`config.mk`:
```
export PLATFORM = sky130hd
export DESIGN_NAME = sram_access_sequencer
export DESIGN_NICKNAME = d
export VERILOG_FILES = /design/src/rtl/sram_access_sequencer.sv
export SDC_FILE = /design/constraint.sdc
export NUM_CORES = 1
export LEC_CHECK = 0
export ABC_AREA = 1
export CAP_MARGIN = 25
export CORE_MARGIN = 2
export CORE_UTILIZATION = 45
export DETAILED_ROUTE_END_ITERATION = 8
export PLACE_DENSITY = 0.86
export REMOVE_ABC_BUFFERS = 1
export SLEW_MARGIN = 15
export SYNTH_ARGS = -nofsm -noshare
export SYNTH_HDL_FRONTEND = slang
export SYNTH_SLANG_ARGS = --single-unit
```
`constraint.sdc`:
```
create_clock -name CLOCK -period 3.65 [get_ports CLOCK]
set_input_delay 0.73 -clock CLOCK [delete_from_list [all_inputs] [get_ports CLOCK]]
set_output_delay 0.73 -clock CLOCK [all_outputs]
set_load 0.01 [all_outputs]
```
`src/rtl/sram_access_sequencer.sv`:
```
// sram_access_sequencer
//   Sole owner of the external SRAM control pins. Arbitrates single-byte accesses
//   between acquisition writes, MCU data-register writes and MCU data-register reads
//   (fixed priority in that order), sequences WE_n/OE_n and the data-bus turnaround,
//   captures read data and pulses the address-counter increment after each access.
//
//   Ports
//     CLOCK, RESET                  clock, synchronous active-high reset
//     ACQ_WR_REQ/ACQ_WR_DATA        acquisition byte request + data
//     ACQ_ABORT                     discard a pending acquisition write
//     MCU_WR_REQ/MCU_WR_DATA        MCU write request + data
//     MCU_RD_REQ                    MCU read request
//     SRAM_FULL                     address counter full flag
//     SRAM_DQ_IN/OUT/OE             SRAM data bus in, out, output enable
//     SRAM_WE_n, SRAM_OE_n          SRAM strobes (active low)
//     ADDR_INC                      one-cycle address increment
//     RD_DATA, RD_VALID             last read byte, update pulse
//     BUSY                          access in flight or pending
//     ACQ_OVERRUN                   sticky acquisition byte loss
//
//   state    | meaning
//   ---------+------------------------------------------------------------
//   IDLE     | OE_n low, bus released; grant taken here
//   W_SETUP  | OE_n high, bus released for turnaround; DQ_OUT loaded
//   W_PULSE  | WE_n low for WE_CYCLES, bus driven
//   W_HOLD   | WE_n high, data still driven
//   R_SETUP  | read granted, OE_n low
//   R_WAIT   | OE_n low for RD_CYCLES, data sampled on last cycle
//   INC      | address increment (and RD_VALID after a read)
module sram_access_sequencer #(
    parameter int WE_CYCLES = 2,
    parameter int RD_CYCLES = 2
) (
    input  logic       CLOCK,
    input  logic       RESET,
    input  logic       ACQ_WR_REQ,
    input  logic [7:0] ACQ_WR_DATA,
    input  logic       ACQ_ABORT,
    input  logic       MCU_WR_REQ,
    input  logic [7:0] MCU_WR_DATA,
    input  logic       MCU_RD_REQ,
    input  logic       SRAM_FULL,
    input  logic [7:0] SRAM_DQ_IN,
    output logic [7:0] SRAM_DQ_OUT,
    output logic       SRAM_DQ_OE,
    output logic       SRAM_WE_n,
    output logic       SRAM_OE_n,
    output logic       ADDR_INC,
    output logic [7:0] RD_DATA,
    output logic       RD_VALID,
    output logic       BUSY,
    output logic       ACQ_OVERRUN
);

    typedef enum logic [2:0] {
        S_IDLE, S_W_SETUP, S_W_PULSE, S_W_HOLD, S_R_SETUP, S_R_WAIT, S_INC
    } state_t;

    state_t     state, state_nxt;
    logic [3:0] cnt, cnt_nxt;
    logic       gnt_wr, gnt_wr_nxt;
    logic       gnt_acq, gnt_acq_nxt;

    logic       acq_pend, mcu_wr_pend, mcu_rd_pend;
    logic [7:0] acq_lat, mcu_lat;
    logic       acq_live, acq_drop;
    logic       acq_take, mcu_wr_take, mcu_rd_take;

    logic       we_n_nxt, oe_n_nxt, dq_oe_nxt, addr_inc_nxt, rd_valid_nxt;

    // An abort in the grant cycle must stop the write, so it masks the pending bit.
    assign acq_live    = acq_pend && !ACQ_ABORT;
    assign acq_take    = (state == S_W_SETUP) && gnt_acq;
    assign mcu_wr_take = (state == S_W_SETUP) && !gnt_acq;
    assign mcu_rd_take = (state == S_R_SETUP);

    assign BUSY = (state != S_IDLE) || acq_pend || mcu_wr_pend || mcu_rd_pend;

    always_comb begin
        state_nxt   = state;
        cnt_nxt     = cnt;
        gnt_wr_nxt  = gnt_wr;
        gnt_acq_nxt = gnt_acq;
        acq_drop    = 1'b0;
        case (state)
            S_IDLE: begin
                if (acq_live && SRAM_FULL) begin
                    acq_drop = 1'b1;
                end else if (acq_live) begin
                    state_nxt   = S_W_SETUP;
                    gnt_wr_nxt  = 1'b1;
                    gnt_acq_nxt = 1'b1;
                end else if (mcu_wr_pend) begin
                    state_nxt   = S_W_SETUP;
                    gnt_wr_nxt  = 1'b1;
                    gnt_acq_nxt = 1'b0;
                end else if (mcu_rd_pend) begin
                    state_nxt   = S_R_SETUP;
                    gnt_wr_nxt  = 1'b0;
                    gnt_acq_nxt = 1'b0;
                end
            end
            S_W_SETUP: begin
                state_nxt = S_W_PULSE;
                cnt_nxt   = 4'(WE_CYCLES - 1);
            end
            S_W_PULSE: begin
                if (cnt == 4'd0) state_nxt = S_W_HOLD;
                else             cnt_nxt   = cnt - 4'd1;
            end
            S_W_HOLD:  state_nxt = S_INC;
            S_R_SETUP: begin
                state_nxt = S_R_WAIT;
                cnt_nxt   = 4'(RD_CYCLES - 1);
            end
            S_R_WAIT: begin
                if (cnt == 4'd0) state_nxt = S_INC;
                else             cnt_nxt   = cnt - 4'd1;
            end
            S_INC:   state_nxt = S_IDLE;
            default: state_nxt = S_IDLE;
        endcase

        // Outputs are decoded from the next state and registered with it.
        we_n_nxt     = (state_nxt != S_W_PULSE);
        dq_oe_nxt    = (state_nxt == S_W_PULSE) || (state_nxt == S_W_HOLD);
        oe_n_nxt     = (state_nxt == S_W_SETUP) || (state_nxt == S_W_PULSE) ||
                       (state_nxt == S_W_HOLD)  || ((state_nxt == S_INC) && gnt_wr_nxt);
        addr_inc_nxt = (state_nxt == S_INC);
        rd_valid_nxt = (state_nxt == S_INC) && !gnt_wr_nxt;
    end

    always_ff @(posedge CLOCK) begin
        if (RESET) begin
            state       <= S_IDLE;
            cnt         <= 4'd0;
            gnt_wr      <= 1'b0;
            gnt_acq     <= 1'b0;
            acq_pend    <= 1'b0;
            mcu_wr_pend <= 1'b0;
            mcu_rd_pend <= 1'b0;
            acq_lat     <= 8'h00;
            mcu_lat     <= 8'h00;
            SRAM_WE_n   <= 1'b1;
            SRAM_OE_n   <= 1'b0;
            SRAM_DQ_OE  <= 1'b0;
            SRAM_DQ_OUT <= 8'h00;
            ADDR_INC    <= 1'b0;
            RD_VALID    <= 1'b0;
            RD_DATA     <= 8'h00;
            ACQ_OVERRUN <= 1'b0;
        end else begin
            state      <= state_nxt;
            cnt        <= cnt_nxt;
            gnt_wr     <= gnt_wr_nxt;
            gnt_acq    <= gnt_acq_nxt;
            SRAM_WE_n  <= we_n_nxt;
            SRAM_OE_n  <= oe_n_nxt;
            SRAM_DQ_OE <= dq_oe_nxt;
            ADDR_INC   <= addr_inc_nxt;
            RD_VALID   <= rd_valid_nxt;

            if (state == S_W_SETUP)
                SRAM_DQ_OUT <= gnt_acq ? acq_lat : mcu_lat;
            if ((state == S_R_WAIT) && (cnt == 4'd0))
                RD_DATA <= SRAM_DQ_IN;

            // A request landing in the consume cycle is a fresh byte, not an overrun:
            // the old latch value is copied to DQ_OUT on the same edge.
            if (ACQ_ABORT) begin
                acq_pend <= 1'b0;
            end else if (ACQ_WR_REQ) begin
                acq_lat  <= ACQ_WR_DATA;
                acq_pend <= 1'b1;
                if (acq_pend && !acq_take && !acq_drop)
                    ACQ_OVERRUN <= 1'b1;
            end else if (acq_take || acq_drop) begin
                acq_pend <= 1'b0;
            end
            if (acq_drop)
                ACQ_OVERRUN <= 1'b1;

            if (MCU_WR_REQ) begin
                mcu_lat     <= MCU_WR_DATA;
                mcu_wr_pend <= 1'b1;
            end else if (mcu_wr_take) begin
                mcu_wr_pend <= 1'b0;
            end

            if (MCU_RD_REQ)
                mcu_rd_pend <= 1'b1;
            else if (mcu_rd_take)
                mcu_rd_pend <= 1'b0;
        end
    end

endmodule

```
Yosys cells after proc, flatten, opt, wreduce, memory -nomap -nowiden
Index checks and enable logic that the tools add are counted.
{"block": "op_classes", "muxes": 30, "bitwise_logic": 2, "n_addsub": 1, "n_reduce_logical": 39, "eq_ne": 12}
{"op": "1-bit two-way mux", "count": 20}
{"op": "3-bit two-way mux", "count": 6}
{"op": "3-bit case mux with 6 select lines", "count": 1}
{"op": "3-bit by 2-bit equality test with 1-bit output, second input constant", "count": 4}
{"op": "2-bit nonzero test", "count": 6}
{"op": "3-bit equality test, second input constant", "count": 3}
{"op": "1-bit logical AND", "count": 9}
{"op": "1-bit logical OR", "count": 8}
{"op": "8-bit two-way mux", "count": 1}
{"op": "4-bit case mux with 2 select lines", "count": 1}
{"op": "3-bit by 1-bit equality test with 1-bit output, second input constant", "count": 2}
{"op": "3-bit AND reduction", "count": 2}
{"op": "3-bit nonzero test", "count": 2}
{"op": "2-bit OR reduction", "count": 3}
{"op": "1-bit zero test", "count": 5}
{"op": "4-bit zero test", "count": 1}
{"op": "4-bit two-way mux", "count": 1}
{"op": "2-bit AND reduction", "count": 2}
{"op": "4-bit by 1-bit subtractor with 4-bit output, second input constant", "count": 1}
{"op": "3-bit zero test", "count": 1}
{"op": "3-bit by 2-bit != test with 1-bit output, second input constant", "count": 1}
{"op": "2-bit by 1-bit != test with 1-bit output, second input constant", "count": 1}
{"op": "2-bit != test, second input constant", "count": 1}
{"op": "1-bit inverter", "count": 2}
{"block": "totals", "output_inout_bits": 23, "wordCells": 101, "ff_bits": 50}

Longest topological paths before layout
{"block": "depth", "word_depth": 11, "mapped_depth": 9, "ltp_nobuf": 9}

Worst setup path before layout
Ideal clock, no wire load.
{"block": "synth_path", "kind": "register to output", "start": "register state[1]", "end": "output port BUSY", "required_ns": 2.920, "slack_ns": 2.152, "t_arrival_ns": 0.768, "path_stages_with_launch": 5, "path_cell_list": "dfxtp_1 > nor2_1 > nand2_1 > inv_1 > nand2_1"}
{"block": "synth_between", "elab_chain_len": 4}
{"element": "start: declaration", "line_no": "59", "rtl": "state_t state, state_nxt;"}
{"element": "start signal: assignment", "line_no": "153", "rtl": "state <= state_nxt;"}
{"element": "3-bit nonzero test", "line_no": "77", "rtl": "assign BUSY = (state != S_IDLE) || acq_pend || mcu_wr_pend || mcu_rd_pend;"}
{"element": "1-bit logical OR (3 in a row)", "line_no": "77"}
{"element": "end: declaration", "line_no": "51", "rtl": "output logic BUSY,"}
Every way passes these cells.

Worst setup path in the final report
Ends and elaborated chain as after synthesis.

==> results.cfg <==
[detailed_routing]
wl_per_cell_um = 12.1
drt-initial-drc-count = 79
firstDrtPassIters = 4
drtAntennaViolNets = 0
num_vias = 1860
totalWireLength_mm = 4.46
drcViolationCount = 0
via_per_inst = 5.04

[sta]
slew_headroom_pct = 53.2
report.final.slew_viol_count = 0
worst_slew_pin_slew_ns = 0.702
fin_worst_skew_ns = 0.00492
fin_ws_ns = 1.27
max_freq_mhz = 419
setup_viol_count_final = 0
fin_tns_setup_ns = 0
fin_crit_sh_pct = 65.3
finalHoldViolations = 0
min_period_ns = 2.38
rsz0062_at_grt = no

[yosys]
synth_top_area_share_pct = 51.3
yosys-top-cells-area = dfxtp_1 (51%), nor2_1 (12%), nand2_1 (10%)
yosysMostFrequentCell = nor2_1
ys_types = 23
synth_ff_type = dfxtp_1
synth_edf_count = 0
async_flop_share_pct = 0
synth_top_cell_by_area = dfxtp_1
ys_seq_elements = 50
synth_common_cells = nor2_1 (63), nand2_1 (54), dfxtp_1 (50)
syn_area_per_cell_sq_um = 7.42
syn-cell-area_sq_mm = 0.00195
ys_warn_count = 0
ys_seq_area_share_pct = 51.3
syn_inst = 263

[pwr]
ir_drop_v = 0.000265
pwr_density_cell_mw_per_mm2 = 606
p_int_mw = 1.04
p_total_mw = 1.60
p_switching_mw = 0.552
power_frac_comb_pct = 33.5
clock_power_share_pct = 23.2
p_sw_share_pct = 34.6
leakagePower_nw = 1.09
seq_power_share_pct = 43.2

[die]
start_util_pct = 47.8
coreArea_sq_mm = 0.00409
rows = 23
fp.dieH_um = 69.9
dieWidth_um = 69.9
io_pins = 54
dieArea_sq_mm = 0.00488

[cts]
cts-buffers-inserted = 5
clock_sinks = 50
clockBufferDepth = 2
ctsHtreeMaxLevel = 2
cts.clk_slew.worst_paths_ns = 0.08
clk_latency_ns = 0.31
ctsResizeCount = 0
cts_tree = yes
cts_root_buffer = clkbuf_8
post_cts_buffers = 0
cts_hold_buf = 0

[global_route]
met3_usage_pct = 4.33
busiest_layer = met2
grt_pass1_vias = 1755
gr-total-overflow = 0
antenna_found_initial = 0
grtUsageMet2_pct = 33.0
track_usage_pct = 19.0
grt_pass1_wl_mm = 7.62
met1_usage_pct = 23.3
grt_start_max_net_pins = 30

[worst_setup_path]
crit_required_ns = 2.92
worstSetupPathType = flip-flop to output pin
start_kind = flip-flop
arrival_ns = 1.65
crit_fanout = 5
end_kind = output pin

[placement]
hpwl_mm = 3.20
pre_cts_slack_ns = 1.33
dp.cells = 361
gp_congestion = 0.911
io_buffers = 53

[outcome]
status = complete, no violations

[worst_hold_path]
hold_class = flip-flop to flip-flop

[finish]
synthToLayoutAreaGrowth_pct = 34.9
nets = 350
fin_cells = 369
insertedDiodeCount = 0
drive_gt1_share_pct = 6.58

[flow_run]
drv_cap = 0
[cell type report]
| cell class | count | area, sq um |
|---|---|---|
| fill | 356 | 1450 |
| sequential | 50 | 1000 |
| multi-input combinational | 188 | 850 |
| timing repair buffer | 54 | 538 |
| clock buffer | 8 | 110 |
| inverter | 19 | 71.3 |
| tap | 50 | 62.6 |
[layout by cell type (no fill, tap or decap)]
| cell type | instances |
|---|---|
| nor2_1 | 63 |
| nand2_1 | 54 |
| clkdlybuf4s50_1 | 53 |
| dfxtp_1 | 50 |
| o21ai_0 | 27 |
| inv_1 | 13 |
| a21oi_1 | 12 |
| a31oi_1 | 9 |
| nand3_1 | 8 |
| clkbuf_8 | 8 |
| inv_2 | 4 |
| nand3_2 | 4 |
| nand4_1 | 3 |
| clkinv_1 | 2 |
| nor2_2 | 2 |
| or2_2 | 1 |
| nor2_4 | 1 |
| or2_1 | 1 |
| and2_1 | 1 |
| nor3_1 | 1 |
| ha_1 | 1 |
| buf_4 | 1 |
[power groups by stage]
stage	sequential (mW)	combinational [mW]	clock [mW]
floorplan	0.708	0.327	0
global placement	0.699	0.520	0
detailed placement	0.701	0.534	0
CTS	0.689	0.537	0.375
global route	0.701	0.611	0.396
finish	0.690	0.535	0.371
[metal layers]
metal  vias up  wire length [um]
li1        960                 -
met1       843              2040
met2        48              2160
met3         9               182
met4         0                81
met5         -                 0
[through the flow]
| stage | hold WS (ns) | util, % | area, sq um |
|---|---|---|---|
| finish | 0.480 | 64.4 | 2630 |
| floorplan | 0.440 | - | 1920 |
| detailed placement | 0.467 | 61.7 | 2520 |
| CTS | 0.481 | 64.4 | 2630 |
| global placement | 0.464 | 61.7 | 2520 |
| global route | 0.494 | 64.4 | 2630 |
[worst max-delay path, cell delays in order, from the launching register on]
cell and delay (ns):
dfxtp_1 0.37, nor2_1 0.19, nand2_1 0.10, inv_1 0.14
nand2_1 0.09, clkdlybuf4s50_1 0.48
[cells by family after synthesis]
group / Yosys count / synth area share (%)
AOI/OAI and AO/OA: 48 / 12.9
adders and majority gates: 1 / 0.641
buffers and inverters: 25 / 5.19
DFF: 50 / 51.3
and+or+nand+nor: 139 / 30.0
[flip-flops by register name, indices dropped and copies added, names as in the netlist]
register and cells:
acq_pend 1, ACQ_OVERRUN 1, gnt_wr 1, gnt_acq 1, cnt 4, SRAM_OE_n 1
mcu_wr_pend 1, ADDR_INC 1, state 3, SRAM_DQ_OUT 8, mcu_lat 8, RD_DATA 8
RD_VALID 1, SRAM_WE_n 1, mcu_rd_pend 1, acq_lat 8, SRAM_DQ_OE 1
[path summary, 6_finish.rpt]
path	start	to	slack (ns)	cells past startpoint
hold reg to reg	gnt_wr$_SDFF_PP0_	gnt_wr$_SDFF_PP0_	0.48	2
hold / removal	gnt_wr$_SDFF_PP0_	gnt_wr$_SDFF_PP0_	0.48	2
setup reg to reg	cnt[0]$_SDFFE_PP0P_	RD_DATA[7]$_SDFFE_PP0P_	2.17	7
setup / recovery	state[1]$_SDFF_PP0_	BUSY	1.27	5
Note: power is estimated with default switching activity, not from simulation.
